--- src/rtl/key_pkg.sv ---
// key_pkg: shared types and constants for the push-button conditioner.
//   key_state_e   per-channel debounce / repeat state
//   Def*          default timing (50 MHz system clock)
//   KEY_*         bit index of each board key in the key_* buses
package key_pkg;

  // Per-channel FSM states. StArm only exists after reset: a key must be seen
  // released for a full debounce window before any press can be accepted.
  typedef enum logic [2:0] {
    StArm,
    StIdle,
    StDebPress,
    StHeld,
    StRepeat,
    StDebRel
  } key_state_e;

  localparam int unsigned DefNumKeys        = 4;
  localparam int unsigned DefDebounceCycles = 1000000;   // 20 ms at 50 MHz
  localparam int unsigned DefRepeatDelay    = 25000000;  // 500 ms
  localparam int unsigned DefRepeatPeriod   = 10000000;  // 200 ms
  localparam int unsigned DefCntW           = 25;
  localparam logic [3:0]  DefRepeatMask     = 4'b0110;   // inc/dec only

  // Key positions on the key_* buses.
  localparam int unsigned KEY_START = 0;
  localparam int unsigned KEY_DEC   = 1;
  localparam int unsigned KEY_INC   = 2;
  localparam int unsigned KEY_NEXT  = 3;

endpackage

--- src/rtl/key_channel.sv ---
// key_channel: one push-button channel.
//   Two-flop synchroniser on the raw active-low pin, then a debounce / auto-repeat
//   FSM sharing a single counter. All outputs are registered.
//
// Ports:
//   clk          system clock
//   rst          synchronous reset, active-high
//   key_n        raw asynchronous pin, 0 = pressed
//   repeat_en    enables auto-repeat press pulses while held
//   key_level    debounced level, 1 = pressed
//   key_press    one-cycle pulse on accepted press and on each repeat
//   key_release  one-cycle pulse on accepted release
//
// Timing notes:
//   - Debounce counts stable samples of s, including the sample that leaves
//     StIdle/StHeld, so a clean edge on key_n appears on the outputs
//     DEBOUNCE_CYCLES + 2 clocks later (two of those are the synchroniser).
//   - Repeat compares the current count, so the first repeat pulse comes
//     REPEAT_DELAY + 1 clocks after acceptance and then every REPEAT_PERIOD + 1.
//   - DEBOUNCE_CYCLES must be at least 3 so the synchroniser's reset value
//     cannot arm a key that is held through reset.
module key_channel
  import key_pkg::*;
#(
  parameter int unsigned DEBOUNCE_CYCLES = DefDebounceCycles,
  parameter int unsigned REPEAT_DELAY    = DefRepeatDelay,
  parameter int unsigned REPEAT_PERIOD   = DefRepeatPeriod,
  parameter int unsigned CNT_W           = DefCntW
) (
  input  logic clk,
  input  logic rst,
  input  logic key_n,
  input  logic repeat_en,
  output logic key_level,
  output logic key_press,
  output logic key_release
);

  localparam logic [CNT_W-1:0] DebLast   = CNT_W'(DEBOUNCE_CYCLES - 1);
  localparam logic [CNT_W-1:0] RepDelay  = CNT_W'(REPEAT_DELAY);
  localparam logic [CNT_W-1:0] RepPeriod = CNT_W'(REPEAT_PERIOD);
  localparam logic [CNT_W-1:0] CntOne    = CNT_W'(1);

  // Synchroniser stages hold the raw (active-low) pin value; reset = released.
  logic sync1_q, sync2_q;
  logic s;

  key_state_e       state_q, state_d;
  logic [CNT_W-1:0] cnt_q, cnt_d;
  logic             level_q, level_d;
  logic             press_q, press_d;
  logic             release_q, release_d;

  always_ff @(posedge clk) begin
    if (rst) begin
      sync1_q <= 1'b1;
      sync2_q <= 1'b1;
    end else begin
      sync1_q <= key_n;
      sync2_q <= sync1_q;
    end
  end

  assign s = ~sync2_q;

  always_comb begin
    state_d   = state_q;
    cnt_d     = cnt_q;
    level_d   = level_q;
    press_d   = 1'b0;
    release_d = 1'b0;

    unique case (state_q)
      StArm: begin
        if (s) begin
          cnt_d = '0;
        end else if (cnt_q == DebLast) begin
          state_d = StIdle;
          cnt_d   = '0;
        end else begin
          cnt_d = cnt_q + CntOne;
        end
      end

      StIdle: begin
        if (s) begin
          state_d = StDebPress;
          cnt_d   = CntOne;
        end
      end

      StDebPress: begin
        if (!s) begin
          state_d = StIdle;
          cnt_d   = '0;
        end else if (cnt_q == DebLast) begin
          state_d = StHeld;
          cnt_d   = '0;
          level_d = 1'b1;
          press_d = 1'b1;
        end else begin
          cnt_d = cnt_q + CntOne;
        end
      end

      StHeld: begin
        if (!s) begin
          state_d = StDebRel;
          cnt_d   = CntOne;
        end else if (repeat_en) begin
          if (cnt_q == RepDelay) begin
            state_d = StRepeat;
            cnt_d   = '0;
            press_d = 1'b1;
          end else begin
            cnt_d = cnt_q + CntOne;
          end
        end
      end

      StRepeat: begin
        if (!s) begin
          state_d = StDebRel;
          cnt_d   = CntOne;
        end else if (cnt_q == RepPeriod) begin
          cnt_d   = '0;
          press_d = 1'b1;
        end else begin
          cnt_d = cnt_q + CntOne;
        end
      end

      StDebRel: begin
        // Level stays high while the release is being qualified; a bounce back
        // to pressed restarts the repeat timing from scratch.
        if (s) begin
          state_d = StHeld;
          cnt_d   = '0;
        end else if (cnt_q == DebLast) begin
          state_d   = StIdle;
          cnt_d     = '0;
          level_d   = 1'b0;
          release_d = 1'b1;
        end else begin
          cnt_d = cnt_q + CntOne;
        end
      end

      default: begin
        state_d = StArm;
        cnt_d   = '0;
        level_d = 1'b0;
      end
    endcase
  end

  always_ff @(posedge clk) begin
    if (rst) begin
      state_q   <= StArm;
      cnt_q     <= '0;
      level_q   <= 1'b0;
      press_q   <= 1'b0;
      release_q <= 1'b0;
    end else begin
      state_q   <= state_d;
      cnt_q     <= cnt_d;
      level_q   <= level_d;
      press_q   <= press_d;
      release_q <= release_d;
    end
  end

  assign key_level   = level_q;
  assign key_press   = press_q;
  assign key_release = release_q;

endmodule

--- src/rtl/key_conditioner.sv ---
// key_conditioner: synchronise, debounce and edge-detect the board push-buttons.
//   One independent key_channel per key; channels never mask each other, so
//   simultaneous presses pulse in the same cycle.
//
// Ports:
//   clk          system clock
//   rst          synchronous reset, active-high
//   key_n        raw asynchronous button pins, 0 = pressed
//   key_level    debounced levels, 1 = pressed (for the timer/clock mode blocks)
//   key_press    one-cycle pulse on accepted press and on each auto-repeat
//   key_release  one-cycle pulse on accepted release
//
// Bit positions follow key_pkg::KEY_* (start, dec, inc, next).
module key_conditioner
  import key_pkg::*;
#(
  parameter int unsigned          NUM_KEYS        = DefNumKeys,
  parameter int unsigned          DEBOUNCE_CYCLES = DefDebounceCycles,
  parameter int unsigned          REPEAT_DELAY    = DefRepeatDelay,
  parameter int unsigned          REPEAT_PERIOD   = DefRepeatPeriod,
  parameter logic [NUM_KEYS-1:0]  REPEAT_MASK     = NUM_KEYS'(DefRepeatMask),
  parameter int unsigned          CNT_W           = DefCntW
) (
  input  logic                clk,
  input  logic                rst,
  input  logic [NUM_KEYS-1:0] key_n,
  output logic [NUM_KEYS-1:0] key_level,
  output logic [NUM_KEYS-1:0] key_press,
  output logic [NUM_KEYS-1:0] key_release
);

  for (genvar i = 0; i < NUM_KEYS; i++) begin : g_chan
    key_channel #(
      .DEBOUNCE_CYCLES (DEBOUNCE_CYCLES),
      .REPEAT_DELAY    (REPEAT_DELAY),
      .REPEAT_PERIOD   (REPEAT_PERIOD),
      .CNT_W           (CNT_W)
    ) u_chan (
      .clk         (clk),
      .rst         (rst),
      .key_n       (key_n[i]),
      .repeat_en   (REPEAT_MASK[i]),
      .key_level   (key_level[i]),
      .key_press   (key_press[i]),
      .key_release (key_release[i])
    );
  end

endmodule

--- config.mk ---
export PLATFORM = sky130hd
export DESIGN_NAME = key_conditioner
export DESIGN_NICKNAME = d
export VERILOG_FILES = /design/src/rtl/key_pkg.sv /design/src/rtl/key_channel.sv /design/src/rtl/key_conditioner.sv
export SDC_FILE = /design/constraint.sdc
export NUM_CORES = 1
export LEC_CHECK = 0
export CORE_AREA = 2 2 137 139
export CTS_CLUSTER_DIAMETER = 80
export DETAILED_ROUTE_END_ITERATION = 10
export DIE_AREA = 0 0 139 141
export GPL_TIMING_DRIVEN = 0
export MAX_ROUTING_LAYER = met4
export PLACE_DENSITY = 0.63
export SLEW_MARGIN = 10
export SYNTH_ARGS = -nofsm -noshare
export SYNTH_HDL_FRONTEND = slang
export SYNTH_SLANG_ARGS = --single-unit
--- constraint.sdc ---
create_clock -name clk -period 3.2 [get_ports clk]
set_input_delay 0.8 -clock clk [delete_from_list [all_inputs] [get_ports clk]]
set_output_delay 0.8 -clock clk [all_outputs]
set_load 0.05 [all_outputs]
# --- Yosys cells after proc, flatten, opt, wreduce, memory -nomap -nowiden ---
# Cells that the tools add are included.
totals:
  out_inout_bits: 12
  in_bits: 6
  regBits: 132
  wordCells: 252
op_classes:
  bitwise_logic: 12
  muxes: 114
  eq_ne: 66
  reduce_logical: 28
  n_addsub: 4
op_table:
  columns: ["operator", "count"]
  rows:
  - ["$mux W25", 30]
  - ["$pmux W25 S5", 4]
  - ["$add A25 B1 Y25 const B", 4]
  - ["$eq A25 B20 Y1 const B", 4]
  - ["$eq A25 B24 Y1 const B", 4]
  - ["$mux W3", 32]
  - ["$eq A25 B25 Y1 const B", 2]
  - ["$ne A2 B1 Y1 const B", 22]
  - ["$mux W1", 36]
  - ["$pmux W3 S6", 2]
  - ["$pmux W3 S5", 2]
  - ["$reduce_and A5 Y1", 6]
  - ["$eq A3 B2 Y1 const B", 8]
  - ["$eq A3 B3 Y1 const B", 8]
  - ["$ne A3 B1 Y1 const B", 6]
  - ["$pmux W1 S3", 6]
  - ["$ne A2 B2 Y1 const B", 8]
  - ["$reduce_or A4 Y1", 4]
  - ["$eq A3 B1 Y1 const B", 4]
  - ["$logic_not A3 Y1", 4]
  - ["$not A1 Y1", 12]
  - ["$reduce_or A2 Y1", 6]
  - ["$reduce_or A3 Y1", 4]
  - ["$reduce_and A4 Y1", 2]
  - ["other kinds (2)", 4]

# --- Longest topological paths before layout ---
# Gate-level depths: netlist (run 1).
logic_depth:
  depth_word: 4
  depth_mapped: 12
  mapped_depth_nobuf: 9

# --- Cells and area by module ---
# From an unflattened synthesis (run 1), not the netlist that was laid out.
unflattened:
  hier_cells: 1055
  area_unflattened_um2: 8353.0
modules_own_cells:
  columns: ["mod", "seq_area_each_um2", "area_per_inst_um2", "n_inst", "cells_each"]
  rows:
  - ["key_channel (g_chan[0].u_chan ...)", 660.6, 2178.3, 2, 269]
  - ["key_channel (g_chan[3].u_chan)", 660.6, 2040.7, 1, 261]
  - ["key_channel (g_chan[2].u_chan)", 660.6, 1948.1, 1, 254]
  - ["key_conditioner", 0.0, 7.5, 1, 2]

# --- Least setup slack after synthesis (run 1) ---
# No wires, ideal clock.
synth_timing:
  path_kind: "reg2reg"
  startpoint: "register g_chan[2].u_chan.cnt_q[0]"
  endpoint: "register g_chan[2].u_chan.cnt_q[24]"
  setup_ns: 0.117
  path_stages_with_launch: 11
  t_arrival_ns: 2.699
  setup_slack_ns: 0.385
  required_ns: 3.083
  cell_sequence: "dfxtp_1 > ha_1 > nand3_1 > or2_0 > or4_1 > clkbuf_1 > a222oi_1 > nor2_2 > buf_6 > a21o_1 > a22o_1"
synth_via:
  elab_chain_len: 4
  word_cells_on_any_way: 12
  classes_between: "add/sub (1); eq/ne (3); mux (8)"
synth_lines:
  columns: ["element", "line_no", "text"]
  rows:
  - ["start, declared", "key_channel.sv:49", "logic [CNT_W-1:0] cnt_q, cnt_d;"]
  - ["start signal, assigned", "key_channel.sv:166", "cnt_q <= cnt_d;"]
  - ["$add A25 B1 Y25, or another cell as far along", null, null]
  - ["$mux W25 (on tied branches) (2 in a row)", null, null]
  - ["$pmux W25 S5 (*)", "key_channel.sv:73", "unique case (state_q)"]
# Mark *: on every way between the ends. The rest lies on a longest branch, timed or not.
# A chain may end at the register's enable or synchronous reset.

# --- Final worst setup path (run 1) ---
# Ends and elaborated chain as after synthesis.

==> results.py, run 1 <==
metrics = {
    "status": {
        "status": "completed",
    },
    "cells_and_area": {
        "layoutNonFillerInstCount": 1177,
        "insertedDiodeCount": 0,
        "layout.core_utilization": 0.446,
        "final-seq-area_um2": 2640,
        "multi_input_comb_area_um2": 4050,
        "fin_area_um2": 8140,
        "layout.cells.most_common": "sky130_fd_sc_hd__dfxtp_1",
        "fillerInstances": 1841,
        "layout-drive-gt1-share": 0.0848,
        "number_of_nets_in_the_final_layout": 945,
        "layout.cells.most_common_list": "sky130_fd_sc_hd__dfxtp_1 (132), sky130_fd_sc_hd__nor2_1 (113), sky130_fd_sc_hd__nand2_1 (85), sky130_fd_sc_hd__nand3_1 (51), sky130_fd_sc_hd__xnor2_1 (39)",
        "area.growth.synth_to_final_pct": 14.4,
    },
    "hold_path": {
        "timing.hold.worst.class": "reg -> reg",
        "start_point_of_the_worst_hold_path": "g_chan[1].u_chan.sync1_q",
        "hold_path_cell_cnt": 1,
    },
    "power_and_ir_drop": {
        "total_power_uw": 3720,
        "peakVddDrop_mv": 0.401,
        "static-leakage-power_uw": 0.00282,
        "cellPowerDensity_nw_per_um2": 457,
    },
    "critical_path": {
        "worst_reg2reg_path_length_in_cells": 11,
        "arrival_ns": 3.26,
        "critical_path.startpoint": "g_chan[2].u_chan.cnt_q[0]",
        "critPathMaxStageDelay_ns": 0.47,
        "critPathKind": "reg -> reg",
        "timing.critical_path.to_type": "register",
        "setup.worst_path.start_class": "register",
        "timing.critical_path.slowest_stage_cell": "sky130_fd_sc_hd__or4_1",
        "worst_ep_required_time_ns": 3.51,
        "largest_fanout_on_the_critical_path": 10,
        "regToRegStartpoint": "g_chan[2].u_chan.cnt_q[0]",
        "path_cells": "ha_1 > nand3_1 > or2_0 > or4_1 > clkbuf_1 > a222oi_1 > buf_4 > nor2_2 > buf_6 > a21o_1 > a22o_1",
    },
    "timing": {
        "final.period_utilization": 0.921,
        "endpoints_failing_hold": 0,
        "timing.final.crit_period_ns": 2.95,
        "slew_viol_final": 0,
        "timing.slew.headroom": 0.313,
        "clock-skew-final_ns": 0.00636,
        "tightestPinTransition_ns": 1.02,
        "setup_total_negative_slack_ns": 0,
        "setup_repair_after_global_routing_missed_its_margin": "no",
        "setup_violations": 0,
        "timing.fmax_ghz": 0.339,
    },
    "logic_synthesis": {
        "syn_area_um2": 7110,
        "synth_enable_flop_cells": 0,
        "yosysWarnings": 0,
        "synth.ff_latch_count": 132,
        "postSynthNetCount": 909,
        "synth.largest_area_cell": "sky130_fd_sc_hd__dfxtp_1",
        "synthTopCellsByArea": "sky130_fd_sc_hd__dfxtp_1 (37%), sky130_fd_sc_hd__nor2_1 (6.0%), sky130_fd_sc_hd__xnor2_1 (4.8%)",
        "synthDominantCellAreaShare": 0.372,
        "netlist_instances": 894,
        "synthesized_area_per_cell_um2": 7.96,
        "share_of_flip_flops_with_an_asynchronous_set_or_reset": 0,
        "synth_cell_types": 72,
        "ys_seq_area_frac": 0.372,
        "main_synth_ff_type": "sky130_fd_sc_hd__dfxtp_1",
    },
    "die": {
        "die-area_um2": 19600,
        "dieWidth_um": 139,
        "area_of_the_core_region_um2": 18300,
        "height_of_the_chip_um": 141,
        "placement_rows": 50,
        "start_util": 0.389,
        "floorplan.io_pins": 18,
    },
    "route": {
        "first_pass_iters": 7,
        "wirelength_mm": 16.6,
        "detail_route.vias_per_cell": 5.41,
        "mean_routed_wirelength_per_cell_um": 14.1,
        "num_vias": 6365,
        "drtAntennaViolNets": 0,
        "drc": 0,
        "drt_iter0_markers": 428,
    },
    "clock_tree": {
        "cts.path.max_buffers": 2,
        "clkSlewWorstSetupHoldPaths_ns": 0.06,
        "ctsRootBufferMaster": "sky130_fd_sc_hd__clkbuf_16",
        "clock_sink_count": 132,
        "worst_skew_pair.late_latency_ns": 0.43,
        "cts_tree": "built",
        "h-tree-depth": 4,
        "numCtsBuffers": 17,
    },
    "global_routing": {
        "grt_usage": 0.179,
        "globalRoute.totalOverflow": 0,
        "number_of_global_route_vias_before_repair": 5887,
        "initial_antenna_violation_count": 0,
        "grt_pass1_wl_mm": 28.6,
        "maximum_number_of_pins_on_one_net_before_global_route_repair": 17,
    },
    "placement": {
        "post-dp-hpwl_mm": 11.7,
        "placed_cells": 1145,
        "placement.cell_area_um2": 7580,
        "port-buffer-count": 17,
        "place.gp.congestion": 0.902,
    },
    "job": {
        "max_cap_violations": 0,
    },
}
[stage by stage]
step | hold slack (ns) | setup slack (ns)
CTS | 0.409 | 0.151
finish | 0.406 | 0.252
global placement | 0.395 | -0.249
global route | 0.423 | 0.000558
detailed placement | 0.395 | -0.246
floorplan | 0.389 | 0.385
[final cells by class]
class / instances / area share
Multi-Input combinational cell: 680 / 0.498
Sequential cell: 132 / 0.325
Clock buffer: 22 / 0.0583
Buffer: 54 / 0.0386
Tap cell: 234 / 0.0360
Timing Repair Buffer: 19 / 0.0227
Inverter: 26 / 0.0120
Clock inverter: 10 / 0.00999
[worst max-delay path: cells and delay by family (launching register included)]
kind                     cells  cell delay [ns]
AO/OA/AOI/OAI                3             0.69
adder cells (fa/ha/maj)      1             0.22
buffers and inverters        3             0.55
flip-flops                   1             0.43
AND/OR/NAND/NOR              4             0.93
[metal layers]
| metal | up-vias | track usage | share of wire |
|---|---|---|---|
| met3 | 23 | 0.0377 | 0.036 |
| met2 | 117 | 0.284 | 0.46 |
| li1 | 3255 | - | - |
| met1 | 2970 | 0.234 | 0.50 |
| met4 | 0 | 0.0478 | 0.013 |
| met5 | - | - | 0 |
[cell families after synthesis]
kind of cell    count (synthesis)  synth area share
xor+xnor                       73            0.0899
simple gates                  463             0.338
compound gates                134             0.125
fa+ha+maj                       9            0.0158
mux                             1           0.00141
buf+inv                        82            0.0587
flops                         132             0.372
[where the power goes]
part           total [uW]  internal, uW  leakage [uW]  switching, uW
clock                1860          1120      0.000279            736
combinational         173          68.7       0.00148            105
sequential           1690          1670       0.00107           27.4
total                3720          2860       0.00282            868
[registers in the layout, indices dropped and copies added, names as in the netlist]
name and cells:
g_chan.u_chan.key_press 4, g_chan.u_chan.key_level 4, g_chan.u_chan.key_release 4, g_chan.u_chan.sync1_q 4
g_chan.u_chan.sync2_q 4, g_chan.u_chan.cnt_q 100, g_chan.u_chan.state_q 12
[synthesized netlist by cell type, types with 10 or more instances]
cell and number:
sky130_fd_sc_hd__a21oi_1 33, sky130_fd_sc_hd__a31oi_1 10, sky130_fd_sc_hd__and2_1 20, sky130_fd_sc_hd__and3_1 17, sky130_fd_sc_hd__buf_4 14, sky130_fd_sc_hd__clkbuf_1 33
sky130_fd_sc_hd__dfxtp_1 132, sky130_fd_sc_hd__inv_1 26, sky130_fd_sc_hd__nand2_1 85, sky130_fd_sc_hd__nand2b_1 11, sky130_fd_sc_hd__nand3_1 51, sky130_fd_sc_hd__nand4_1 25
sky130_fd_sc_hd__nor2_1 113, sky130_fd_sc_hd__nor3_1 32, sky130_fd_sc_hd__nor4_1 31, sky130_fd_sc_hd__o21ai_0 28, sky130_fd_sc_hd__or2_2 14, sky130_fd_sc_hd__xnor2_1 39
sky130_fd_sc_hd__xor2_1 34
[repair_timing]
item | 4_1_cts | 5_1_grt
resized for setup | 0 | 2
pin swaps | 1 | 0
setup buffers | 2 | 0
endpoints found under the setup margin | 19 | 20
hold buffers | 0 | 0
[worst paths after layout]
kind | endpoint | slack (ns)
setup / recovery | g_chan[2].u_chan.cnt_q[24] | 0.25
setup reg to reg | g_chan[2].u_chan.cnt_q[24] | 0.25
hold reg to reg | g_chan[1].u_chan.sync2_q | 0.41
hold / removal | g_chan[1].u_chan.sync2_q | 0.41
No activity file was read; power rests on OpenSTA's default activity.
==> run 2, diff against run 1 <==
--- a/config.mk
+++ b/config.mk
@@ -11,7 +11,8 @@
 export DIE_AREA = 0 0 139 141
 export GPL_TIMING_DRIVEN = 0
 export MAX_ROUTING_LAYER = met4
-export PLACE_DENSITY = 0.63
+export PLACE_DENSITY = 0.65
+export REMOVE_ABC_BUFFERS = 1
 export SLEW_MARGIN = 10
 export SYNTH_ARGS = -nofsm -noshare
 export SYNTH_HDL_FRONTEND = slang
==> constraint.sdc (replaced) <==
create_clock -name clk -period 2.49 [get_ports clk]
set_input_delay 0.6225 -clock clk [delete_from_list [all_inputs] [get_ports clk]]
set_output_delay 0.6225 -clock clk [all_outputs]
set_load 0.05 [all_outputs]
==> run 2 against run 1 <==
Net effect:
- the run now ends with negative setup slack left
- flip-flop and latch count unchanged
- first-iteration DRC count decreased by 19%
- die area unchanged
- critical path type unchanged
==> results.py, run 2 (same netlist as run 1, synthesis figures left out) <==
metrics = {
    "die": {
        "area_of_the_core_region_um2": 18300,
        "floorplan.io_pins": 18,
        "start_util": 0.389,
        "height_of_the_chip_um": 141,
        "dieWidth_um": 139,
        "die-area_um2": 19600,
        "placement_rows": 50,
    },
    "critical_path": {
        "worst_reg2reg_path_length_in_cells": 8,
        "worst_ep_required_time_ns": 2.80,
        "critPathKind": "reg -> reg",
        "setup.worst_path.start_class": "register",
        "timing.critical_path.to_type": "register",
        "largest_fanout_on_the_critical_path": 6,
        "arrival_ns": 2.96,
    },
    "route": {
        "wirelength_mm": 15.4,
        "drtAntennaViolNets": 0,
        "drt_iter0_markers": 346,
        "mean_routed_wirelength_per_cell_um": 13.7,
        "first_pass_iters": 5,
        "drc": 0,
        "detail_route.vias_per_cell": 5.43,
        "num_vias": 6129,
    },
    "placement": {
        "post-dp-hpwl_mm": 10.3,
        "placed_cells": 1090,
        "pre_cts_ws_ns": -0.819,
        "place.gp.congestion": 0.849,
        "port-buffer-count": 17,
    },
    "global_routing": {
        "grt_pass1_wl_mm": 26.8,
        "maximum_number_of_pins_on_one_net_before_global_route_repair": 35,
        "initial_antenna_violation_count": 0,
        "number_of_global_route_vias_before_repair": 5804,
        "globalRoute.totalOverflow": 0,
        "grt_usage": 0.166,
    },
    "timing": {
        "setup_total_negative_slack_ns": -0.962,
        "endpoints_failing_hold": 0,
        "timing.slew.headroom": 0.542,
        "tightestPinTransition_ns": 0.686,
        "setup_violations": 21,
        "timing.fmax_ghz": 0.378,
        "slew_viol_final": 0,
        "setup_repair_after_global_routing_missed_its_margin": "yes",
        "final.period_utilization": 1.06,
        "timing.final.crit_period_ns": 2.65,
        "clock-skew-final_ns": 0.00738,
        "post-route-worst-setup-slack_ns": -0.159,
    },
    "cells_and_area": {
        "layout.cells.most_common_list": "sky130_fd_sc_hd__nor2_1 (112), sky130_fd_sc_hd__dfxtp_1 (110), sky130_fd_sc_hd__nand2_1 (85), sky130_fd_sc_hd__nand3_1 (50), sky130_fd_sc_hd__xnor2_1 (39)",
        "insertedDiodeCount": 0,
        "biggestRegsByFlops": "g_chan.u_chan.cnt_q x100, g_chan.u_chan.state_q x12",
        "layout.cells.most_common": "sky130_fd_sc_hd__nor2_1",
        "layout-drive-gt1-share": 0.123,
        "area.growth.synth_to_final_pct": 15.3,
        "number_of_nets_in_the_final_layout": 898,
        "registers.top_by_ff_count": "g_chan.u_chan.cnt_q",
        "max_reg_flops": 100,
        "layoutNonFillerInstCount": 1128,
    },
    "clock_tree": {
        "clock_sink_count": 132,
        "worst_skew_pair.late_latency_ns": 0.42,
        "ctsRootBufferMaster": "sky130_fd_sc_hd__clkbuf_16",
        "h-tree-depth": 4,
        "clkSlewWorstSetupHoldPaths_ns": 0.06,
        "numCtsBuffers": 17,
        "cts_tree": "built",
        "cts.path.max_buffers": 2,
        "postCtsHoldBufs": 0,
    },
    "power_and_ir_drop": {
        "cellPowerDensity_nw_per_um2": 631,
        "power_frac_seq": 0.423,
        "switching_share": 0.207,
        "power.clock.fraction": 0.536,
        "total_power_uw": 5180,
        "p_sw_uw": 1070,
        "static-leakage-power_uw": 0.00279,
        "power.combinational.fraction": 0.041,
        "peakVddDrop_mv": 0.538,
        "power_report.internal_total_uw": 4100,
    },
    "job": {
        "max_cap_violations": 0,
    },
    "hold_path": {
        "timing.hold.worst.class": "reg -> reg",
        "hold_path_cell_cnt": 1,
    },
    "status": {
        "violations_in_the_final_reports": "negative setup slack",
        "status": "complete, but fails checks",
    },
}
[run 2: cell types whose count changed in the layout (fill, tap and decap cells not counted), sizes merged]
cell and delta:
clkinvlp +1, bufinv +4, clkinv -6, clkbuf -36, clkdlybuf4s50 -1, buf -11
[run 2: metrics by stage]
stage	instance area [um2]	utilization	hold slack [ns]
finish	8200	0.449	0.408
global route	8200	0.449	0.417
CTS	8090	0.443	0.408
detailed placement	7270	0.398	0.400
global placement	7260	0.397	0.392
floorplan	6790	-	0.389
[run 2: critical path: stages (launching register included)]
cell and delay, ns:
sky130_fd_sc_hd__dfxtp_2 0.33, sky130_fd_sc_hd__nand4b_1 0.16, sky130_fd_sc_hd__or4b_4 0.53, sky130_fd_sc_hd__or4_4 0.43, sky130_fd_sc_hd__a222oi_1 0.38, sky130_fd_sc_hd__buf_4 0.21
sky130_fd_sc_hd__nor2_4 0.06, sky130_fd_sc_hd__a21o_2 0.24, sky130_fd_sc_hd__a22o_2 0.19
[run 2: power by group through the flow]
stage | registers [uW] | clock network (uW) | logic [uW]
after global routing | 2190 | 2920 | 243
after CTS | 2190 | 2830 | 204
final | 2190 | 2770 | 214
after global placement | 2230 | 0 | 186
after floorplan | 2220 | 0 | 123
after detailed placement | 2230 | 0 | 189
[run 2: layout make-up]
type / count / area (um2)
inverters: 26 / 97.6
fillers: 1813 / 10100
repair buffers: 26 / 270
well taps: 234 / 293
clock buffers: 21 / 480
multi-input cells: 680 / 4210
flip-flops and latches: 132 / 2680
clock inverters: 9 / 175
[run 2: metal layers]
metal  vias to the layer above  GRT usage  share of wire
li1                       3152          -              -
met2                        86      0.259           0.46
met1                      2877      0.215           0.50
met3                        14     0.0350          0.028
met5                         -          -              0
met4                         0     0.0521         0.0092
[run 2: what timing repair did]
action                                  4_1_cts  5_1_grt
buffers inserted                              6        2
endpoints found under the setup margin       86       70
gates resized for setup                      34       25
pin swaps                                     5        8
[run 2: path summary, 6_finish.rpt]
path / startpoint / slack [ns] / to
worst max-delay path: g_chan[2].u_chan.cnt_q[8] / -0.16 / g_chan[2].u_chan.cnt_q[3]
worst min-delay path: g_chan[0].u_chan.sync1_q / 0.41 / g_chan[0].u_chan.sync2_q
worst max register to register: g_chan[2].u_chan.cnt_q[8] / -0.16 / g_chan[2].u_chan.cnt_q[3]
worst min register to register: g_chan[0].u_chan.sync1_q / 0.41 / g_chan[0].u_chan.sync2_q
